==> src/rtl/fifo_pkg.sv <==
// Shared types for the FIFO read-side adapter.
// Optional beat counter: FIFO_RD_CTRL_STATS_EN.
package fifo_pkg;

    localparam int FIFO_DWIDTH = 8;
    localparam int BEAT_CNT_W  = 16;

    typedef enum logic [1:0] {
        EMPTY = 2'd0,
        ONE   = 2'd1,
        TWO   = 2'd2
    } buf_st_e;

    function automatic logic [1:0] st_occ(input buf_st_e st);
        return 2'(st);
    endfunction

endpackage

==> src/rtl/fifo_rd_skid.sv <==
// Two-entry output buffer; entry 0 is always the head and drives the stream.
// Registered head keeps m_data glitch-free and stable under back-pressure.
module fifo_rd_skid
    import fifo_pkg::*;
#(
    parameter int DWIDTH = FIFO_DWIDTH
) (
    input  logic              clk,
    input  logic              rst,
    input  logic              push,
    input  logic [DWIDTH-1:0] push_data,
    input  logic              pop,
    output logic              valid,
    output logic [DWIDTH-1:0] head,
    output logic [1:0]        occ
);

    buf_st_e           st_q, st_d;
    logic [DWIDTH-1:0] ent0_q, ent0_d;
    logic [DWIDTH-1:0] ent1_q, ent1_d;

    always_comb begin
        st_d   = st_q;
        ent0_d = ent0_q;
        ent1_d = ent1_q;
        unique case (st_q)
            EMPTY: begin
                if (push) begin
                    ent0_d = push_data;
                    st_d   = ONE;
                end
            end
            ONE: begin
                if (push && pop) begin
                    ent0_d = push_data;
                end else if (push) begin
                    ent1_d = push_data;
                    st_d   = TWO;
                end else if (pop) begin
                    st_d = EMPTY;
                end
            end
            TWO: begin
                if (pop) begin
                    ent0_d = ent1_q;
                    if (push) begin
                        ent1_d = push_data;
                    end else begin
                        st_d = ONE;
                    end
                end
            end
            default: st_d = EMPTY;
        endcase
    end

    always_ff @(posedge clk) begin
        if (rst) begin
            st_q   <= EMPTY;
            ent0_q <= '0;
            ent1_q <= '0;
        end else begin
            st_q   <= st_d;
            ent0_q <= ent0_d;
            ent1_q <= ent1_d;
        end
    end

    assign valid = (st_q != EMPTY);
    assign head  = ent0_q;
    assign occ   = st_occ(st_q);

endmodule

==> src/rtl/fifo_rd_ctrl.sv <==
// FIFO read adapter: credit-based read issue feeding a 2-entry skid buffer.
// Define FIFO_RD_CTRL_STATS_EN to add the accepted-beat counter port.
module fifo_rd_ctrl
    import fifo_pkg::*;
#(
    parameter int DWIDTH = FIFO_DWIDTH
) (
    input  logic              clk,
    input  logic              rst,
    input  logic              fifo_empty,
    input  logic [DWIDTH-1:0] fifo_data,
    output logic              fifo_rd,
    output logic              m_valid,
    output logic [DWIDTH-1:0] m_data,
    input  logic              m_ready
`ifdef FIFO_RD_CTRL_STATS_EN
    ,
    output logic [BEAT_CNT_W-1:0] beat_cnt
`endif
);

    logic       infl_q, infl_d;
    logic       pop;
    logic [1:0] occ;
    logic [2:0] used;

    assign pop = m_valid & m_ready;

    // Words held plus word arriving, minus the one leaving, must stay below 2.
    always_comb begin
        used    = {1'b0, occ} + {2'b0, infl_q};
        fifo_rd = !fifo_empty && !rst && (used < (3'd2 + {2'b0, pop}));
        infl_d  = fifo_rd;
    end

    always_ff @(posedge clk) begin
        if (rst) begin
            infl_q <= 1'b0;
        end else begin
            infl_q <= infl_d;
        end
    end

    fifo_rd_skid #(
        .DWIDTH(DWIDTH)
    ) u_skid (
        .clk      (clk),
        .rst      (rst),
        .push     (infl_q),
        .push_data(fifo_data),
        .pop      (pop),
        .valid    (m_valid),
        .head     (m_data),
        .occ      (occ)
    );

`ifdef FIFO_RD_CTRL_STATS_EN
    logic [BEAT_CNT_W-1:0] beat_q, beat_d;

    always_comb begin
        beat_d = beat_q + BEAT_CNT_W'(pop);
    end

    always_ff @(posedge clk) begin
        if (rst) begin
            beat_q <= '0;
        end else begin
            beat_q <= beat_d;
        end
    end

    assign beat_cnt = beat_q;
`endif

endmodule
==> config.mk <==
export PLATFORM = sky130hd
export DESIGN_NAME = fifo_rd_ctrl
export DESIGN_NICKNAME = d
export VERILOG_FILES = /design/src/rtl/fifo_pkg.sv /design/src/rtl/fifo_rd_skid.sv /design/src/rtl/fifo_rd_ctrl.sv
export SDC_FILE = /design/constraint.sdc
export NUM_CORES = 1
export LEC_CHECK = 0
export CAP_MARGIN = 10
export CORE_MARGIN = 2
export CORE_UTILIZATION = 52
export DETAILED_ROUTE_END_ITERATION = 6
export GPL_TIMING_DRIVEN = 0
export PLACE_DENSITY = 0.87
export REMOVE_ABC_BUFFERS = 1
export SYNTH_ARGS = -nofsm -noshare
export SYNTH_HDL_FRONTEND = slang
export SYNTH_SLANG_ARGS = --single-unit
==> constraint.sdc <==
create_clock -name clk -period 2.4 [get_ports clk]
set_clock_uncertainty 0.05 [all_clocks]
set_input_delay 0.48 -clock clk [delete_from_list [all_inputs] [get_ports clk]]
set_output_delay 0.48 -clock clk [all_outputs]
set_load 0.02 [all_outputs]
======== Word level (Yosys, flattened, before mapping) ========
Cells that the tools add are included.
storage, ports and cells
  register bits after elaboration ......... 19
  logic and storage cells ................. 43
  bits of input ports ..................... 12
cells by class
  equal/unequal tests ..................... 8
  magnitude comparators ................... 1
  reductions and logical operators ........ 12
  mux-type cells .......................... 15
  add/sub/neg operators ................... 2
  bitwise gates (word level) .............. 1
operators with widths
  cell                   number
  $mux W8                6
  $pmux W8 S3            1
  $pmux W8 S2            1
  $mux W2                6
  $ne A2 B2 Y1 const B   4
  $pmux W2 S3            1
  $reduce_and A5 Y1      1
  $reduce_and A4 Y1      1
  $reduce_bool A2 Y1     2
  $add A2 B1 Y3          1
  $add A2 B1 Y3 const A  1
  $logic_and A1 B1 Y1    3
  $lt A3 B3 Y1           1
  $ne A3 B3 Y1 const B   1
  $reduce_and A3 Y1      1
  $reduce_bool A3 Y1     1
  $eq A2 B1 Y1 const B   1
  $eq A2 B2 Y1 const B   1
  $logic_not A1 Y1       2
  $logic_not A2 Y1       1
  $ne A2 B1 Y1 const B   1
  $and A1 B1 Y1          1

======== Depth between registers and ports, before layout ========
Gate-level depths: netlist of run 1.
  depth in word-level cells ............... 6
  mapped depth ............................ 5

======== Hierarchy ========
From an unflattened synthesis of run 1, not the netlist that was laid out.
unflattened totals
  cells, all modules ...................... 98
  area total of the unflattened synthesis .. 1019.7 um^2
modules (own cells, without submodules)
  module        area an instance (um^2)  cells each  instances
  fifo_rd_skid  922.1                    91          1
  fifo_rd_ctrl  97.6                     7           1

======== Worst setup path before layout of run 1 ========
No wires, ideal clock.
  kind .................................... reg2out
  start point ............................. register infl_q
  end point ............................... output port fifo_rd
  data arrival time ....................... 1942 ps
  setup slack ............................. -72 ps
  path buffers ............................ 0
  cell stages (with the launch flop) ...... 4
  path through ............................ dfxtp_1 -> ha_1 -> nand3b_1 -> a2111oi_0
on the way
  longest elaborated chain between the ends .. 3
RTL lines
  what                      line                text
  start: declaration        fifo_rd_ctrl.sv:22  logic infl_q, infl_d;
  start signal: assignment  fifo_rd_ctrl.sv:40  infl_q <= infl_d;
  $add A2 B1 Y3             fifo_rd_ctrl.sv:31  used = {1'b0, occ} + {2'b0, infl_q};
  $lt A3 B3 Y1              fifo_rd_ctrl.sv:32  fifo_rd = !fifo_empty && !rst && (used < (3'd2 + {2'b0, pop}));
  $logic_and A1 B1 Y1       fifo_rd_ctrl.sv:32
  end: declaration          fifo_rd_ctrl.sv:12  output logic fifo_rd,
No other way between the ends.

======== Worst setup path in the final report of run 1 ========
Ends and elaborated chain as after synthesis.

==> metrics, run 1 <==
fin. max-slew vios 0; P_leak 0.000490 uW; starting DRC count in detailed routing 4; number of max-cap violations 0; Die X 47.8 um; Power Density 526 nW/um^2; Worst EP arrival 1.74 ns; register area share after synthesis 0.381; drt total wl 1980 um; Fin Setup TNS 0 ns; Slew HR 0.468; diode count 0; WP depth 4; crit path max fanout 8; TritonCTS sink count 19; Syn-to-layout area delta 21.8%; Synth Cell Area 997 um^2; status finished, final reports clean; DR pass1 iterations 4; CP Launch Type flip-flop; initial antenna violation count 0; post-cts hold buffer count 0; min-delay worst type flip-flop to flip-flop; R2R depth 3; Global Route Usage Sum 0.209; Critical Path RT 1.87 ns; CTS tree built; RSZ-0062 raised after global routing no; Initial Util 0.565; grt ovf 0; Root Driver clkbuf_4; Worst Path Buf+Inv 1; worst-margin pin slew 0.798 ns; insertion delay to the later sink of the worst-skew pair 0.31 ns; IO Pins 22; Yosys warning count 0; I/O Buffers 21; global-route wire length before repair 3160 um; DR vias 786; # setup viols final 0; Nets 130; Avg Synthesized Cell Area 10.2 um^2; cell family with most CP delay flip-flops; clock-pin slew on the worst setup and hold paths 0.10 ns; FP Rows 15; Die Y-Extent 47.8 um; antenna viol nets, final 0; largest net degree at the start of global routing 29; gpl congestion 0.754; commonest register cell after synthesis dfxtp_1; final hold violation count 0; Peak VDD IR 0.399 mV; Residual DRC 0; vias in the first global route 726; setup slack, reg-to-reg 0.59 ns; Core Box Area 1760 um^2; hold path cells 2; crit path time final 2.27 ns; DP Wirelength 1400 um; Post-synth EDFFs 0; total CTS buffers 3; wire per inst 14.2 um; Crit Path Class flip-flop to output port; Peak Freq 441 MHz; Via density 5.61; #FFs+latches synth 19; largest stage delay on the critical path 0.37 ns; CP Cell Sequence ha_1 > nand3b_1 > a2111oi_2 > buf_2; synthesized instance count 98; Unique masters post-synth 26; H-tree depth 1; CTS max path bufs 2; placed instance area 1180 um^2; Crit. End Element output port; Layout Cell Area excl Fill 1210 um^2; crit share post-route 0.945; asr flop ratio synth 0; share of layout cells above drive strength 1 0.0957; Slowest-stage cell, CP dfxtp_2; total die area 2280 um^2
==> power breakdown <==
| part | internal, uW | switching, uW | total, uW |
|---|---|---|---|
| logic | 70.4 | 60.5 | 131 |
| registers | 331 | 11.1 | 342 |
| clock network | 62.3 | 103 | 166 |
| total | 464 | 175 | 639 |
==> kinds of logic after synthesis <==
group	after synthesis	share of synthesized area
AOI/OAI and AO/OA	24	0.191
buffers and inverters	9	0.0602
DFF	19	0.381
and+or+nand+nor	28	0.182
muxes	16	0.161
adders and majority gates	2	0.0251
==> cell usage after synthesis (2+ instances only) <==
master,n,area [um^2]
nor2b_1,2,12.5
mux2i_1,16,160
buf_6,3,33.8
dfxtp_1,19,380
ha_1,2,25.0
a211oi_1,16,120
buf_2,2,10.0
and3b_1,2,17.5
nand2b_1,17,106
clkbuf_1,2,7.51
a2111oi_0,2,17.5
==> layout make-up <==
class,count,area (um^2)
clock inverters,1,5.00
multi-input cells,70,563
well taps,25,31.3
clock buffers,3,22.5
inverters,1,3.75
repair buffers,21,206
flip-flops and latches,19,383
fillers,145,549
==> placed cells by master, fill, tap and decap left out, types with 2 or more instances in the layout <==
| cell | count |
|---|---|
| clkbuf_4 | 3 |
| dfxtp_2 | 2 |
| and3b_1 | 2 |
| mux2i_1 | 16 |
| clkdlybuf4s50_1 | 18 |
| nand2b_1 | 17 |
| ha_1 | 2 |
| a211oi_1 | 16 |
| nor2b_1 | 2 |
| dfxtp_1 | 17 |
==> repair_timing <==
item / in CTS / in global routing
resized for setup: 7 / 3
endpoints found under the setup margin: 1 / 1
buffers inserted: 0 / 0
pin swaps: 0 / 0
==> path summary, 6_finish.rpt <==
kind,start,endpoint
worst max-delay path,infl_q$_SDFF_PP0_,fifo_rd
worst min-delay path,u_skid.ent1_q[4]$_SDFFE_PP0P_,u_skid.ent1_q[4]$_SDFFE_PP0P_
worst max register to register,u_skid.occ[1]$_SDFFE_PP0P_,u_skid.ent1_q[0]$_SDFFE_PP0P_
worst min register to register,u_skid.ent1_q[4]$_SDFFE_PP0P_,u_skid.ent1_q[4]$_SDFFE_PP0P_
==> worst reg2reg max path, cell delays in order (launching register included) <==
cell	delay, ns
dfxtp_1	0.47
and3b_1	0.45
o21a_1	0.51
mux2i_1	0.27
==> sequential cells by signal, indices dropped and copies added (netlist names) <==
| name | flops |
|---|---|
| infl_q | 1 |
| u_skid.head | 8 |
| u_skid.ent1_q | 8 |
| u_skid.occ | 2 |
==> stage by stage <==
| step | total power [uW] | util | hold slack [ns] | std cells | setup slack (ns) |
|---|---|---|---|---|---|
| 2_1_floorplan | 417 | - | 0.397 | 90 | -0.0717 |
| 3_3_place_gp | 476 | 0.670 | 0.408 | 136 | -0.535 |
| 3_5_place_dp | 481 | 0.670 | 0.416 | 136 | -0.644 |
| 4_1_cts | 641 | 0.684 | 0.434 | 140 | 0.0180 |
| 5_1_grt | 667 | 0.689 | 0.450 | 140 | 0.0115 |
| 6_report | 639 | 0.689 | 0.432 | 140 | 0.133 |
==> layer usage <==
layer	GRT usage	vias to the layer above	wire length, um
met3	0.0491	5	68
met5	0	-	0
li1	-	394	-
met1	0.240	373	865
met4	0.114	0	42
met2	0.355	14	1010
Note: power is estimated with default switching activity, not from simulation.
==> inputs of run 2 (changes only) <==
==> constraint.sdc (replaced) <==
create_clock -name clk -period 2.9 [get_ports clk]
set_clock_uncertainty 0.05 [all_clocks]
set_input_delay 0.58 -clock clk [delete_from_list [all_inputs] [get_ports clk]]
set_output_delay 0.58 -clock clk [all_outputs]
set_load 0.02 [all_outputs]
==> run 2 against run 1 <==
Effect of this change: first-iteration DRC count did not move; setup slack improved by 0.033 ns; non-clock buffer count did not move; sequential share of layout area barely moved; wire length fell by 0.30%; final area fell by 0.62%; count of clock-buffer cells in the layout did not move; largest cell class unchanged; largest power group unchanged.
==> metrics, run 2 (synthesis gave the netlist of run 1 again) <==
status finished, final reports clean; share of layout cells above drive strength 1 0.0609 (-0.0348); Core Box Area 1760 um^2 (unchanged); H-tree depth 1 (unchanged); starting DRC count in detailed routing 4 (unchanged); Residual DRC 0 (unchanged); R2R Path Start u_skid.occ[1]$_SDFFE_PP0P_; CTS max path bufs 2 (unchanged); I/O Buffers 21 (unchanged); # setup viols final 0 (unchanged); Fin Setup TNS 0 ns (unchanged); total CTS buffers 3 (unchanged); Peak Freq 366 MHz; Syn-to-layout area delta 21.1%; crit path time final 2.73 ns; number of max-cap violations 0 (unchanged); Critical Path RT 2.27 ns (+0.40 ns); CP Cell Sequence clkdlybuf4s50_1 > nand3b_1 > a2111oi_0 > dlygate4sd2_1; clock-pin slew on the worst setup and hold paths 0.10 ns (about the same); CP Launch Type input port; worst-margin pin slew 0.778 ns (-0.0203 ns); initial antenna violation count 0 (unchanged); setup bufs post-CTS 0 (unchanged); Die Y-Extent 47.8 um (unchanged); crit share post-route 0.943; most frequent cells in the layout 19 x dfxtp_1, 19 x clkdlybuf4s50_1, 17 x nand2b_1; Post-Route Utilization 0.684 (-0.00426); filler cell count 150 (+3.4%); Via density 5.64 (+0.38%); wire per inst 14.1 um (-0.30%); diode count 0 (unchanged); antenna viol nets, final 0 (unchanged); grt ovf 0 (unchanged); setup slack, reg-to-reg 1.09 ns (+0.50 ns); Nets 130 (unchanged); Root Driver clkbuf_4; Crit. End Element output port; drt total wl 1980 um (-0.30%); insertion delay to the later sink of the worst-skew pair 0.30 ns (about the same); Setup crit start m_ready; total die area 2280 um^2 (unchanged); Finished Layout Cells 140 (unchanged); Power Total 526 uW (-18%); Cells after DPL 136 (unchanged); FP Rows 15 (unchanged); RR Endpoint u_skid.ent1_q[0]$_SDFFE_PP0P_; crit path max fanout 8 (unchanged); largest net degree at the start of global routing 29 (unchanged); P_leak 0.000481 uW (-1.8%); global-route wire length before repair 3150 um (-0.44%); Slowest-stage cell, CP clkdlybuf4s50_1; post-cts hold buffer count 0 (unchanged); vias in the first global route 726 (unchanged); largest stage delay on the critical path 0.59 ns (+0.22 ns); IO Pins 22 (unchanged); Initial Util 0.565 (unchanged); Slew HR 0.481 (+0.0136); final hold violation count 0 (unchanged); min-delay worst type flip-flop to flip-flop; Layout Cell Area excl Fill 1210 um^2 (-0.62%); DP Wirelength 1400 um (unchanged); fin. max-slew vios 0 (unchanged); Die X 47.8 um (unchanged); Worst EP arrival 2.10 ns (+0.36 ns); RSZ-0062 raised after global routing no; gpl congestion 0.754 (unchanged); TritonCTS sink count 19 (unchanged); CP endpoint fifo_rd; Global Route Usage Sum 0.208 (-0.000770); DR pass1 iterations 4 (unchanged); DR vias 789 (+0.38%); R2R depth 3 (unchanged); Crit Path Class input port to output port; placed instance area 1180 um^2 (unchanged); Peak VDD IR 0.329 mV (-17%); CTS tree built; Power Density 436 nW/um^2 (-17%)
-- run 2: cell types whose count changed in the layout (fill, tap and decap cells not counted), sizes merged --
cell / delta
buf: -1
clkdlybuf4s50: +1
dlygate4sd2: +1
dlymetal6s2s: -1
-- run 2: final cells by class --
| class | count | area [um^2] | area share |
|---|---|---|---|
| clock buffers | 3 | 22.5 | 0.0187 |
| clock inverters | 1 | 5.00 | 0.00415 |
| inverters | 1 | 3.75 | 0.00311 |
| multi-input cells | 70 | 557 | 0.461 |
| flip-flops and latches | 19 | 380 | 0.315 |
| well taps | 25 | 31.3 | 0.0259 |
| repair buffers | 21 | 208 | 0.172 |
-- run 2: worst min-delay path by stage --
stage                                  startpoint                            end  depth (start not counted)
detailed placement  u_skid.ent1_q[1]$_SDFFE_PP0P_  u_skid.ent1_q[1]$_SDFFE_PP0P_                          2
finish              u_skid.ent1_q[4]$_SDFFE_PP0P_  u_skid.ent1_q[4]$_SDFFE_PP0P_                          2
CTS                 u_skid.ent1_q[4]$_SDFFE_PP0P_  u_skid.ent1_q[4]$_SDFFE_PP0P_                          2
floorplan           u_skid.ent1_q[0]$_SDFFE_PP0P_  u_skid.ent1_q[0]$_SDFFE_PP0P_                          2
global placement    u_skid.ent1_q[2]$_SDFFE_PP0P_  u_skid.ent1_q[2]$_SDFFE_PP0P_                          2
global route        u_skid.ent1_q[2]$_SDFFE_PP0P_  u_skid.ent1_q[2]$_SDFFE_PP0P_                          2
-- run 2: per-layer routing --
layer  track usage  share of wire  up-vias
met3        0.0491          0.033        4
met1         0.237           0.44      378
met2         0.355           0.51       13
met5             0              0        -
met4         0.114          0.015        0
li1              -              -      394
-- run 2: what timing repair did --
| item | CTS | global route |
|---|---|---|
| gates resized for setup | 2 | 0 |
| setup endpoints to repair | 1 | 0 |
| endpoints found under the hold margin | 0 | 0 |
-- run 2: worst max-delay path: cells and delay by family --
family	cells	cell delay, ns
and+or+nand+nor	1	0.12
buffers and inverters	2	0.98
AOI/OAI and AO/OA	1	0.42
-- run 2: metrics by stage --
| stage | worst slack [ns] | hold slack (ns) |
|---|---|---|
| after global routing | 0.0565 | 0.450 |
| after CTS | 0.152 | 0.434 |
| after floorplan | 0.328 | 0.397 |
| after detailed placement | -0.344 | 0.416 |
| final | 0.166 | 0.432 |
| after global placement | -0.235 | 0.408 |
-- run 2: report_power, final --
part / switching, uW / internal, uW
logic: 49.4 / 58.1
registers: 9.21 / 274
clock network: 84.2 / 51.5
==> inputs of run 3 (changes only) <==
--- a/config.mk
+++ b/config.mk
@@ -7,10 +7,10 @@
 export LEC_CHECK = 0
 export CAP_MARGIN = 10
 export CORE_MARGIN = 2
-export CORE_UTILIZATION = 52
+export CORE_UTILIZATION = 49
 export DETAILED_ROUTE_END_ITERATION = 6
 export GPL_TIMING_DRIVEN = 0
-export PLACE_DENSITY = 0.87
+export PLACE_DENSITY = 0.83
 export REMOVE_ABC_BUFFERS = 1
 export SYNTH_ARGS = -nofsm -noshare
 export SYNTH_HDL_FRONTEND = slang
==> constraint.sdc (replaced) <==
create_clock -name clk -period 2.7 [get_ports clk]
set_clock_uncertainty 0.05 [all_clocks]
set_input_delay 0.54 -clock clk [delete_from_list [all_inputs] [get_ports clk]]
set_output_delay 0.54 -clock clk [all_outputs]
set_load 0.02 [all_outputs]
==> run 3 against run 2 <==
Effect of this change: global-route usage is 4.9 points lower; final area is 0.21% lower; first-iteration DRC count grew to 3.0 times the previous value; utilization shrank 6.4 points; sequential power up 7.4%; largest power group unchanged; setup slack got worse by 0.051 ns; critical path type unchanged.
==> metrics, run 3 (synthesis gave the netlist of run 1 again) <==
top sig layer met4; diode count 0 (unchanged); starting DRC count in detailed routing 12 (+8); worst-margin pin slew 0.757 ns (-0.0206 ns); Core Box Area 1940 um^2 (+10%); Power Density 466 nW/um^2 (+7.0%); Power Total 562 uW (+6.8%); status finished, final reports clean; final hold violation count 0 (unchanged); fin. max-slew vios 0 (unchanged); TritonCTS sink count 19 (unchanged); final setup margin 0.115 ns (-0.0510 ns); CTS max path bufs 2 (unchanged); Nets 130 (unchanged); RSZ-0062 raised after global routing no; wire per inst 13.0 um (-8.2%); initial antenna violation count 0 (unchanged); # setup viols final 0 (unchanged); Peak VDD IR 0.334 mV (+1.4%); antenna viol nets, final 0 (unchanged); IO Pins 22 (unchanged); CP endpoint fifo_rd; crit path time final 2.58 ns; Residual DRC 0 (unchanged); I/O Buffers 21 (unchanged); cell family with most CP delay buffers and inverters; CTS tree built; total die area 2410 um^2 (+5.6%); Critical Path RT 2.11 ns (-0.16 ns); Die Y-Extent 49.1 um (+2.8%); DR vias 804 (+1.9%); most frequent cells in the layout 19 x dfxtp_1, 19 x clkdlybuf4s50_1, 17 x nand2b_1; WL met2 888 um (-12%); Worst EP arrival 1.99 ns (-0.11 ns); largest net degree at the start of global routing 29 (unchanged); total CTS buffers 3 (unchanged); CP Cell Sequence clkdlybuf4s50_1 > nand3b_1 > a2111oi_0 > clkbuf_2; RR Endpoint u_skid.ent1_q[0]$_SDFFE_PP0P_; Via density 5.66 (+0.47%); grt ovf 0 (unchanged); vias in the first global route 701 (-3.4%); Die X 49.1 um (+2.8%); setup slack, reg-to-reg 0.93 ns (-0.16 ns); R2R Path Start u_skid.occ[1]$_SDFFE_PP0P_; crit share post-route 0.957; WP depth 4 (unchanged); global-route wire length before repair 3070 um (-2.4%); setup bufs post-CTS 0 (unchanged); gpl congestion 0.736 (-2.3%); Hold Startpoint u_skid.ent1_q[5]$_SDFFE_PP0P_; R2R depth 3 (unchanged); Worst Path Buf+Inv 2 (unchanged); Slowest-stage cell, CP clkdlybuf4s50_1; H-tree depth 1 (unchanged); min-delay worst type flip-flop to flip-flop; CP Launch Type input port; Syn-to-layout area delta 20.8%; Initial Util 0.514 (-0.0517); Post-Place Setup Slack -0.439 ns (-0.0953 ns); Crit. End Element output port; crit path max fanout 8 (unchanged); drt total wl 1840 um (-6.9%); insertion delay to the later sink of the worst-skew pair 0.29 ns (about the same); met3 routed WL 85 um (+29%); FP Rows 16 (+1); Crit Path Class input port to output port; largest stage delay on the critical path 0.60 ns (about the same); Root Driver clkbuf_4; Global Route Usage Sum 0.159 (-0.0489); clock-pin slew on the worst setup and hold paths 0.10 ns (about the same); Peak Freq 387 MHz; number of max-cap violations 0 (unchanged); Slew HR 0.494 (+0.0127); Setup crit start m_ready; DP Wirelength 1270 um (-9.3%); met1 WL 845 um (-2.4%); P_leak 0.000476 uW (-1.1%); DR pass1 iterations 4 (unchanged); share of layout cells above drive strength 1 0.0609 (unchanged)
run 3: changes by cell type in the layout (fill, tap and decap cells not counted):
cell           before  now
clkbuf_2            0    1
clkinv_2            1    0
dlygate4sd2_1       2    1
clkbuf_1            0    1
run 3: repair_timing:
item                       CTS  global route
hold buffers                 0             0
setup endpoints to repair    1             1
gates cloned                 0             0
hold endpoints to repair     0             0
gates resized for setup      2             2
run 3: power by group:
| group | internal [uW] | switching (uW) | total (uW) |
|---|---|---|---|
| sequential | 294 | 10.1 | 304 |
| combinational | 62.1 | 52.0 | 114 |
| clock | 57.4 | 86.2 | 144 |
| total | 413 | 148 | 562 |
run 3: through the flow:
step                cell area [um^2]  hold slack (ns)  TNS, ns  std cells  utilization
global placement                1180            0.407   -0.360        138        0.610
detailed placement              1180            0.413   -0.439        138        0.610
floorplan                        941            0.397        0         90            -
global route                    1200            0.452        0        142        0.620
CTS                             1210            0.431        0        142        0.622
finish                          1200            0.427        0        142        0.620
run 3: worst min-delay path by stage:
| stage | to | slack [ns] | cells after the start |
|---|---|---|---|
| after detailed placement | u_skid.ent1_q[5]$_SDFFE_PP0P_ | 0.41 | 2 |
| final | u_skid.ent1_q[5]$_SDFFE_PP0P_ | 0.43 | 2 |
| after global routing | u_skid.ent1_q[5]$_SDFFE_PP0P_ | 0.45 | 2 |
| after global placement | u_skid.ent1_q[3]$_SDFFE_PP0P_ | 0.41 | 2 |
| after CTS | u_skid.ent1_q[5]$_SDFFE_PP0P_ | 0.43 | 2 |
| after floorplan | u_skid.ent1_q[0]$_SDFFE_PP0P_ | 0.40 | 2 |
run 3: worst reg2reg max path, cell delays in order (launching register included):
cell and delay [ns]:
dfxtp_1 0.48, and3b_1 0.44, o21a_1 0.50, mux2i_1 0.24
run 3: metal layers:
| layer | vias to the layer above | track usage |
|---|---|---|
| met4 | 0 | 0.0429 |
| met1 | 386 | 0.200 |
| met3 | 4 | 0.0215 |
| met2 | 21 | 0.282 |
| met5 | - | 0 |
| li1 | 393 | - |
run 3: cell type report:
| class | count | area, um^2 |
|---|---|---|
| fillers | 171 | 737 |
| multi-input cells | 70 | 557 |
| flip-flops and latches | 19 | 380 |
| repair buffers | 21 | 204 |
| well taps | 27 | 33.8 |
| clock buffers | 4 | 26.3 |
| inverters | 1 | 3.75 |
